--- src/rtl/alu_selftest_seq.sv ---
// rtl/alu_selftest_seq.sv - ALU self-test sequencer: walks a golden vector table through an external ALU
module alu_selftest_seq #(
   parameter int unsigned SETTLE_CYCLES = 1,    // operand hold cycles before sampling, 1..15
   parameter bit          STOP_ON_FAIL  = 1'b0  // 1 = end run at first mismatch
) (
   input  logic        clk,
   input  logic        rst_n,
   input  logic        i_start,
   output logic [31:0] o_op1,
   output logic [31:0] o_op2,
   output logic [3:0]  o_alu_ctrl,
   input  logic [31:0] i_result,
   output logic        o_busy,
   output logic        o_done,
   output logic        o_pass,
   output logic [4:0]  o_err_count,
   output logic [3:0]  o_fail_idx,
   output logic [31:0] o_fail_result
);

   // ALU control encodings shared with the execute stage
   localparam logic [3:0] ALU_ADD  = 4'd0;
   localparam logic [3:0] ALU_SUB  = 4'd1;
   localparam logic [3:0] ALU_AND  = 4'd2;
   localparam logic [3:0] ALU_OR   = 4'd3;
   localparam logic [3:0] ALU_XOR  = 4'd4;
   localparam logic [3:0] ALU_SRL  = 4'd5;
   localparam logic [3:0] ALU_SLL  = 4'd6;
   localparam logic [3:0] ALU_SRA  = 4'd7;
   localparam logic [3:0] ALU_SLT  = 4'd8;
   localparam logic [3:0] ALU_SLTU = 4'd9;
   localparam logic [3:0] ALU_EQ   = 4'd10;
   localparam logic [3:0] ALU_GE   = 4'd11;
   localparam logic [3:0] ALU_GEU  = 4'd12;

   localparam int unsigned NUM_VEC     = 15;
   localparam logic [3:0]  LAST_IDX    = 4'(NUM_VEC - 1);
   localparam logic [3:0]  SETTLE_LAST = 4'(SETTLE_CYCLES - 1);
   localparam logic [4:0]  ERR_MAX     = 5'd31;

   localparam logic [1:0] S_IDLE  = 2'd0;
   localparam logic [1:0] S_DRIVE = 2'd1;
   localparam logic [1:0] S_CHECK = 2'd2;
   localparam logic [1:0] S_DONE  = 2'd3;

   // Golden table entry packed as {ctrl[99:96], op1[95:64], op2[63:32], expected[31:0]}
   function automatic logic [99:0] vec_f(input logic [3:0] i);
      case (i)
         4'd0:    vec_f = {ALU_ADD,  32'd10,         32'd20,         32'd30};
         4'd1:    vec_f = {ALU_SUB,  32'd50,         32'd25,         32'd25};
         4'd2:    vec_f = {ALU_AND,  32'd15,         32'd3,          32'd3};
         4'd3:    vec_f = {ALU_OR,   32'd7,          32'd12,         32'd15};
         4'd4:    vec_f = {ALU_XOR,  32'd11,         32'd5,          32'd14};
         4'd5:    vec_f = {ALU_SRL,  32'd80,         32'd3,          32'd10};
         4'd6:    vec_f = {ALU_SLL,  32'd3,          32'd4,          32'd48};
         4'd7:    vec_f = {ALU_SRA,  32'hFFFF_FFD0,  32'd2,          32'hFFFF_FFF4};
         4'd8:    vec_f = {ALU_SLT,  32'hFFFF_FFF6,  32'hFFFF_FFEC,  32'd0};
         4'd9:    vec_f = {ALU_SLTU, 32'hFFFF_FFEC,  32'd10,         32'd0};
         4'd10:   vec_f = {ALU_EQ,   32'd10,         32'd10,         32'd1};
         4'd11:   vec_f = {ALU_EQ,   32'd10,         32'd20,         32'd0};
         4'd12:   vec_f = {ALU_GE,   32'd30,         32'd20,         32'd1};
         4'd13:   vec_f = {ALU_GEU,  32'd20,         32'd30,         32'd0};
         4'd14:   vec_f = {ALU_GEU,  32'hFFFF_FF9C,  32'd30,         32'd1};
         default: vec_f = '0;
      endcase
   endfunction

   logic [1:0]  state_q, state_d;
   logic [3:0]  idx_q, idx_d;
   logic [3:0]  settle_q, settle_d;
   logic [4:0]  err_q, err_d;
   logic [3:0]  fidx_q, fidx_d;
   logic [31:0] fres_q, fres_d;
   logic        pass_q, pass_d;
   logic [31:0] op1_q, op1_d;
   logic [31:0] op2_q, op2_d;
   logic [3:0]  ctrl_q, ctrl_d;

   logic [99:0] vec_cur;
   logic [99:0] vec_nxt;
   logic [99:0] vec_first;
   logic        mismatch;
   logic        run_end;

   assign vec_cur   = vec_f(idx_q);
   assign vec_nxt   = vec_f(idx_q + 4'd1);
   assign vec_first = vec_f(4'd0);
   assign mismatch  = (i_result != vec_cur[31:0]);
   assign run_end   = (idx_q == LAST_IDX) || (STOP_ON_FAIL && mismatch);

   // Sequencer next-state: start/restart, settle counting, result check and advance
   always_comb begin
      state_d  = state_q;
      idx_d    = idx_q;
      settle_d = settle_q;
      err_d    = err_q;
      fidx_d   = fidx_q;
      fres_d   = fres_q;
      pass_d   = pass_q;
      op1_d    = op1_q;
      op2_d    = op2_q;
      ctrl_d   = ctrl_q;
      case (state_q)
         S_IDLE, S_DONE: begin
            if (i_start) begin
               state_d  = S_DRIVE;
               idx_d    = 4'd0;
               settle_d = 4'd0;
               err_d    = 5'd0;
               fidx_d   = 4'd0;
               fres_d   = 32'd0;
               pass_d   = 1'b0;
               ctrl_d   = vec_first[99:96];
               op1_d    = vec_first[95:64];
               op2_d    = vec_first[63:32];
            end
         end
         S_DRIVE: begin
            if (settle_q == SETTLE_LAST) begin
               state_d = S_CHECK;
            end else begin
               settle_d = settle_q + 4'd1;
            end
         end
         S_CHECK: begin
            if (mismatch) begin
               if (err_q != ERR_MAX) begin
                  err_d = err_q + 5'd1;
               end
               // an error count of zero means this is the first mismatch of the run
               if (err_q == 5'd0) begin
                  fidx_d = idx_q;
                  fres_d = i_result;
               end
            end
            if (run_end) begin
               state_d = S_DONE;
               pass_d  = !mismatch && (err_q == 5'd0);
            end else begin
               state_d  = S_DRIVE;
               idx_d    = idx_q + 4'd1;
               settle_d = 4'd0;
               ctrl_d   = vec_nxt[99:96];
               op1_d    = vec_nxt[95:64];
               op2_d    = vec_nxt[63:32];
            end
         end
         default: state_d = S_IDLE;
      endcase
   end

   // State and datapath registers; reset clears everything to quiescent zero
   always_ff @(posedge clk or negedge rst_n) begin
      if (!rst_n) begin
         state_q  <= S_IDLE;
         idx_q    <= 4'd0;
         settle_q <= 4'd0;
         err_q    <= 5'd0;
         fidx_q   <= 4'd0;
         fres_q   <= 32'd0;
         pass_q   <= 1'b0;
         op1_q    <= 32'd0;
         op2_q    <= 32'd0;
         ctrl_q   <= 4'd0;
      end else begin
         state_q  <= state_d;
         idx_q    <= idx_d;
         settle_q <= settle_d;
         err_q    <= err_d;
         fidx_q   <= fidx_d;
         fres_q   <= fres_d;
         pass_q   <= pass_d;
         op1_q    <= op1_d;
         op2_q    <= op2_d;
         ctrl_q   <= ctrl_d;
      end
   end

   assign o_op1         = op1_q;
   assign o_op2         = op2_q;
   assign o_alu_ctrl    = ctrl_q;
   assign o_busy        = (state_q == S_DRIVE) || (state_q == S_CHECK);
   assign o_done        = (state_q == S_DONE);
   assign o_pass        = pass_q;
   assign o_err_count   = err_q;
   assign o_fail_idx    = fidx_q;
   assign o_fail_result = fres_q;

endmodule

--- config.mk ---
export PLATFORM = sky130hd
export DESIGN_NAME = alu_selftest_seq
export DESIGN_NICKNAME = d
export VERILOG_FILES = /design/src/rtl/alu_selftest_seq.sv
export SDC_FILE = /design/constraint.sdc
export NUM_CORES = 1
export LEC_CHECK = 0
export BUFFER_PORTS_ARGS = -buffer_cell sky130_fd_sc_hd__buf_2
export CORE_MARGIN = 5
export CORE_UTILIZATION = 47
export CTS_CLUSTER_SIZE = 30
export DETAILED_ROUTE_END_ITERATION = 6
export PLACE_DENSITY = 0.78
export SETUP_SLACK_MARGIN = 0.5
export SYNTH_ARGS = -nofsm -noshare
export SYNTH_HDL_FRONTEND = slang
export SYNTH_SLANG_ARGS = --single-unit
--- constraint.sdc ---
create_clock -name clk -period 2.8 [get_ports clk]
set_clock_uncertainty 0.1 [all_clocks]
set_input_delay 0.56 -clock clk [delete_from_list [all_inputs] [get_ports clk]]
set_output_delay 0.56 -clock clk [all_outputs]
set_load 0.02 [all_outputs]
* Yosys cells after proc, flatten, opt, wreduce, memory -nomap -nowiden *
Memory sizes are Yosys's and may differ from the RTL's.
Index checks and enable logic that the tools add are counted.

cells by class
  reduce and logical (&&, ||, !) cells = 14
  multiplexer cells = 32
  equal/unequal tests = 14
  add/sub/neg operators = 3

operator list
  operator                                              count
  2-to-1 mux 32 bit                                     7
  one-hot mux 32 bit (2 select lines)                   3
  inequality test 32 bit                                1
  2-to-1 mux 4 bit                                      7
  one-hot mux 4 bit (2 select lines)                    3
  inequality test 2 bit (second input constant)         8
  2-to-1 mux 5 bit                                      3
  one-hot mux 4 bit (3 select lines)                    1
  one-hot mux 5 bit (2 select lines)                    1
  AND reduction 3 bit                                   3
  adder 4 x 1 -> 4 bit (second input constant)          2
  AND reduction 4 bit                                   2
  2-to-1 mux 2 bit                                      3
  one-hot mux 2 bit (3 select lines)                    1
  adder 5 x 1 -> 5 bit (second input constant)          1
  logical NOT 5 bit                                     1
  inequality test 5 bit (second input constant)         1
  equality test 2 bit (second input constant)           2
  equality test 4 bit (second input constant)           1
  logical NOT 4 bit                                     1
  equality test 2 x 1 -> 1 bit (second input constant)  1
  logical NOT 2 bit                                     1
  2-to-1 mux 1 bit                                      2
  one-hot mux 1 bit (2 select lines)                    1
  6 further kinds                                       6

word-level totals
  register bits = 120
  memory bits (read-only) = 3200
  word-level logic and storage cells = 75
  bits of input ports = 35
  output and inout bits = 112
  memories kept = 2

memories
  name             words  width  rd ports  clocked after memory_dff  write ports  RTL line  RTL
  (no name shown)  16     100    1         0                         0            48        case (i)
  (no name shown)  16     100    1         0                         0            48

* Depth between registers and ports, before layout *
An unclocked memory read counts as a cell.

  depth in word-level cells = 6
  depth in mapped cells = 11
  mapped depth without buffers = 8

* Least setup slack after synthesis *
Ideal clock, no wire load.

  kind = register -> register
  start point = register idx_q[0]
  end point = register err_q[2] (netlist: o_err_count[2])
  setup slack = 28 ps
  data arrival time = 2540 ps
  path buffers = 3
  library setup time = 132 ps
  stages on the path, launching flop included = 11
  clock period less this slack = 2772 ps
  required time = 2568 ps
  cell sequence = dfrtp_1 clkinv_1 ha_1 clkbuf_1 nor4b_1 o211ai_1 a2111oi_4 or2_1 buf_2 buf_2 o211ai_1

between the ends
  word-level cells in the longest chain between the ends = 4

ends and longest elaborated chain
  what                                    RTL line  RTL
  start: declaration                      69        logic [3:0] idx_q, idx_d;
  start signal: assignment                167       idx_q <= idx_d;
  memory (16 x 100 bit)                   -
  inequality test 32 bit                  88        assign mismatch = (i_result != vec_cur[31:0]);
  inequality test 2 bit (no source line)  -
  AND reduction 4 bit (no source line)    -
  end signal: assignment                  169       err_q <= err_d;
  end: declaration                        71        logic [4:0] err_q, err_d;

Every way passes these cells.
A chain may end at the register's enable or synchronous reset.

* Final worst setup path *
  start point = register idx_q[1]
  end point = register err_q[3] (netlist: o_err_count[3])

The elaborated chain is that of the path after synthesis.

==> reports/qor.yml <==
layout:
  multi_input_area_mm2: 0.002405
  num_antenna_cells: 0
  seq_area_mm2: 0.001757
  final_cell_area_mm2: 0.005695
  instances_no_fill: 780
  area_delta_synth_final_pct: 22.99
  fillerInstances: 841
  final_layout_size_suffix_gt1_frac: 0.3416
  final_util: 0.5881
  nets: 696
global_routing:
  antenna_found_initial: 0
  grt_max_degree: 86
  grt_pass1_vias: 4227
  grt_pass1_wl_um: 21190
  grt_overflow: 0
  grt_usage: 0.2216
clocking:
  h-tree-depth: 3
  cts_sinks: 70
  hold_buffers: 0
  cts_buffers: 9
  clk_latency_ns: 0.35
  ctsRootBufferMaster: "clkbuf_8"
  cts_tree: "built"
  cts_max_path_buffers: 2
  path_clk_slew_ns: 0.08
timing:
  hold_viol_final: 0
  min_period_ns: 2.657
  setup_viol_count_final: 0
  max_freq_mhz: 376.3
  setup_slack_ns: 0.1429
  holdWs_ns: 0.03839
  rsz0062_at_grt: "true"
  worstMarginPinSlew_ns: 0.6798
  slew_headroom: 0.5435
  report.final.slew_viol_count: 0
  fin_crit_sh: 0.9490
  fin_tns_setup_ns: 0
synthesis:
  synthDistinctLibCells: 55
  syn-instance-count: 540
  syn-num-nets: 594
  async_flop_share: 1.000
  syn_area_mm2: 0.004631
  ys.flop_type: "dfrtp_1"
  synthDominantCellAreaShare: 0.3783
  synth-seq-cells: 70
  seq_area_frac_synth: 0.3783
  synth.largest_area_cell: "dfrtp_1"
  ys_warn_count: 0
  synth-edff-count: 0
  avgSynthCellArea_um2: 8.575
  synth_area_leaders: "dfrtp_1 (38%), buf_4 (8.1%), nand3_1 (7.7%), a21o_1 (5.8%), o21ai_0 (5.3%)"
route:
  vias_per_cell: 5.832
  wl_per_cell_um: 16.80
  met3_length_um: 1311
  met1Wirelength_um: 5291
  route.detailed.drc: 0
  vias: 4549
  dr.pass1.iters: 6
  wl_met2_um: 6150
  topRoutingLayerUsed: "met4"
  ant_nets: 0
  drtIter0Drc: 297
  drt_wl_total_um: 13110
worst_setup_path:
  startpoint_type: "flip-flop"
  required_ns: 2.96
  crit_path_end_kind: "flip-flop"
  slowest_delay_ns: 0.47
  slowest_stage: "dfrtp_2"
  arrival_ns: 2.81
  critical_path.max_fanout: 14
  cp_cell_sequence: "inv_2, ha_4, clkinvlp_4, and4_1, o211ai_1, a2111oi_4, buf_4, or2_4, buf_12, o311ai_2"
  crit_type: "reg2reg"
worst_hold_path:
  hold_path_class: "in2async"
floorplan:
  num_io_pins: 147
  dieArea_mm2: 0.01194
  die_w_um: 109.3
  die_y_um: 109.3
  core_area_mm2: 0.009684
  start_util: 0.4782
  row_count: 36
power:
  p_total_mw: 4.956
  leakagePower_nw: 3.042
  power_density_mw_per_mm2: 870.1
  peakVddDrop_uv: 369.6
placed_design:
  place_area_mm2: 0.005236
  place_ws_ns: 0.08236
  dpl.hpwl_um: 8801
  dp_cells: 748
  gp_congestion: 0.9226
  io_buffers: 146
run:
  max_cap_viol_count: 0
outcome:
  run_status: "finished clean"
==> synth_stat cells (all sizes together), types with 9 or more instances <==
cell / number
nand2: 36
ha: 19
nor2: 22
a22o: 9
dfrtp: 70
inv: 12
nand4: 9
clkbuf: 30
buf: 59
a21o: 36
o21ai: 56
a21oi: 15
nand3: 71
==> layout by cell type, fill, tap and decap left out, types with 3 or more instances in the layout <==
| cell type | count |
|---|---|
| nor4_1 | 7 |
| dfrtp_1 | 66 |
| ha_1 | 13 |
| a21oi_1 | 15 |
| o22ai_1 | 3 |
| xor2_1 | 4 |
| nand2_1 | 36 |
| o21ai_1 | 14 |
| clkbuf_8 | 10 |
| buf_6 | 4 |
| nand2b_1 | 6 |
| o41ai_1 | 4 |
| nand3b_1 | 3 |
| a21o_1 | 36 |
| buf_12 | 3 |
| buf_2 | 147 |
| nand4_1 | 9 |
| a31oi_1 | 4 |
| o21ai_0 | 42 |
| or3_1 | 4 |
| bufinv_16 | 3 |
| o311ai_0 | 3 |
| o211ai_1 | 5 |
| dfrtp_2 | 4 |
| nor2_1 | 20 |
| ha_4 | 4 |
| nand3_1 | 71 |
| buf_4 | 23 |
| inv_1 | 10 |
| a22o_1 | 9 |
| nor3_1 | 6 |
==> what timing repair did <==
item                                    4_1_cts  5_1_grt
endpoints found under the hold margin         0        0
pin swaps                                     1        1
endpoints found under the setup margin       43       53
setup buffers                                13        0
gates cloned                                  3        0
gates resized for setup                      14        8
==> cells by family after synthesis <==
logic type | after synthesis | share of synthesized area
adder cells (fa/ha/maj) | 19 | 0.05134
buffers and inverters | 103 | 0.1259
AO/OA/AOI/OAI | 160 | 0.2318
XOR/XNOR | 6 | 0.01135
flip-flops | 70 | 0.3783
AND/OR/NAND/NOR | 180 | 0.1970
multiplexers | 2 | 0.004323
==> worst max-delay path: cells and delay by family, from the launching register on <==
kind | cells | cell delay (ns)
buffers and inverters | 4 | 0.57
adders and majority gates | 1 | 0.31
AOI/OAI and AO/OA | 3 | 0.63
DFF | 1 | 0.47
and+or+nand+nor | 2 | 0.47
==> routing by layer <==
| metal | up-vias | track usage |
|---|---|---|
| li1 | 2121 | - |
| met1 | 2148 | 0.2993 |
| met2 | 246 | 0.3417 |
| met3 | 34 | 0.05506 |
| met4 | 0 | 0.08816 |
| met5 | - | 0 |
==> where the power goes <==
| group | internal [mW] | switching, mW |
|---|---|---|
| Clock | 0.614 | 0.402 |
| Combinational | 0.879 | 1.59 |
| Sequential | 1.25 | 0.219 |
==> path summary, 6_finish.rpt <==
kind,startpoint,end,slack [ns],cells past startpoint
min in group clk,o_op1[3],o_op1[3],0.38,2
min,rst_n,settle_q[1],0.04,1
min reg2reg,o_op1[3],o_op1[3],0.38,2
max,idx_q[1],o_err_count[3],0.14,10
max reg2reg,idx_q[1],o_err_count[3],0.14,10
max in group asynchronous,rst_n,o_fail_idx[2],1.97,2
==> registers in the layout, summed over array words and instances, names as in the netlist <==
name           flops
o_pass             1
o_fail_result     32
o_op1              8
o_op2              6
o_fail_idx         4
o_alu_ctrl         4
settle_q           4
state_q            2
o_err_count        5
idx_q              4
==> final cells by class <==
cell class                 instances  area share
multi-input combinational        367      0.4222
sequential                        70      0.3084
timing repair buffer             180      0.1861
tap                              133     0.02922
clock buffer                      10     0.02417
clock inverter                     6     0.01911
inverter                          14     0.01076
Power figures use the tool's default switching activity.
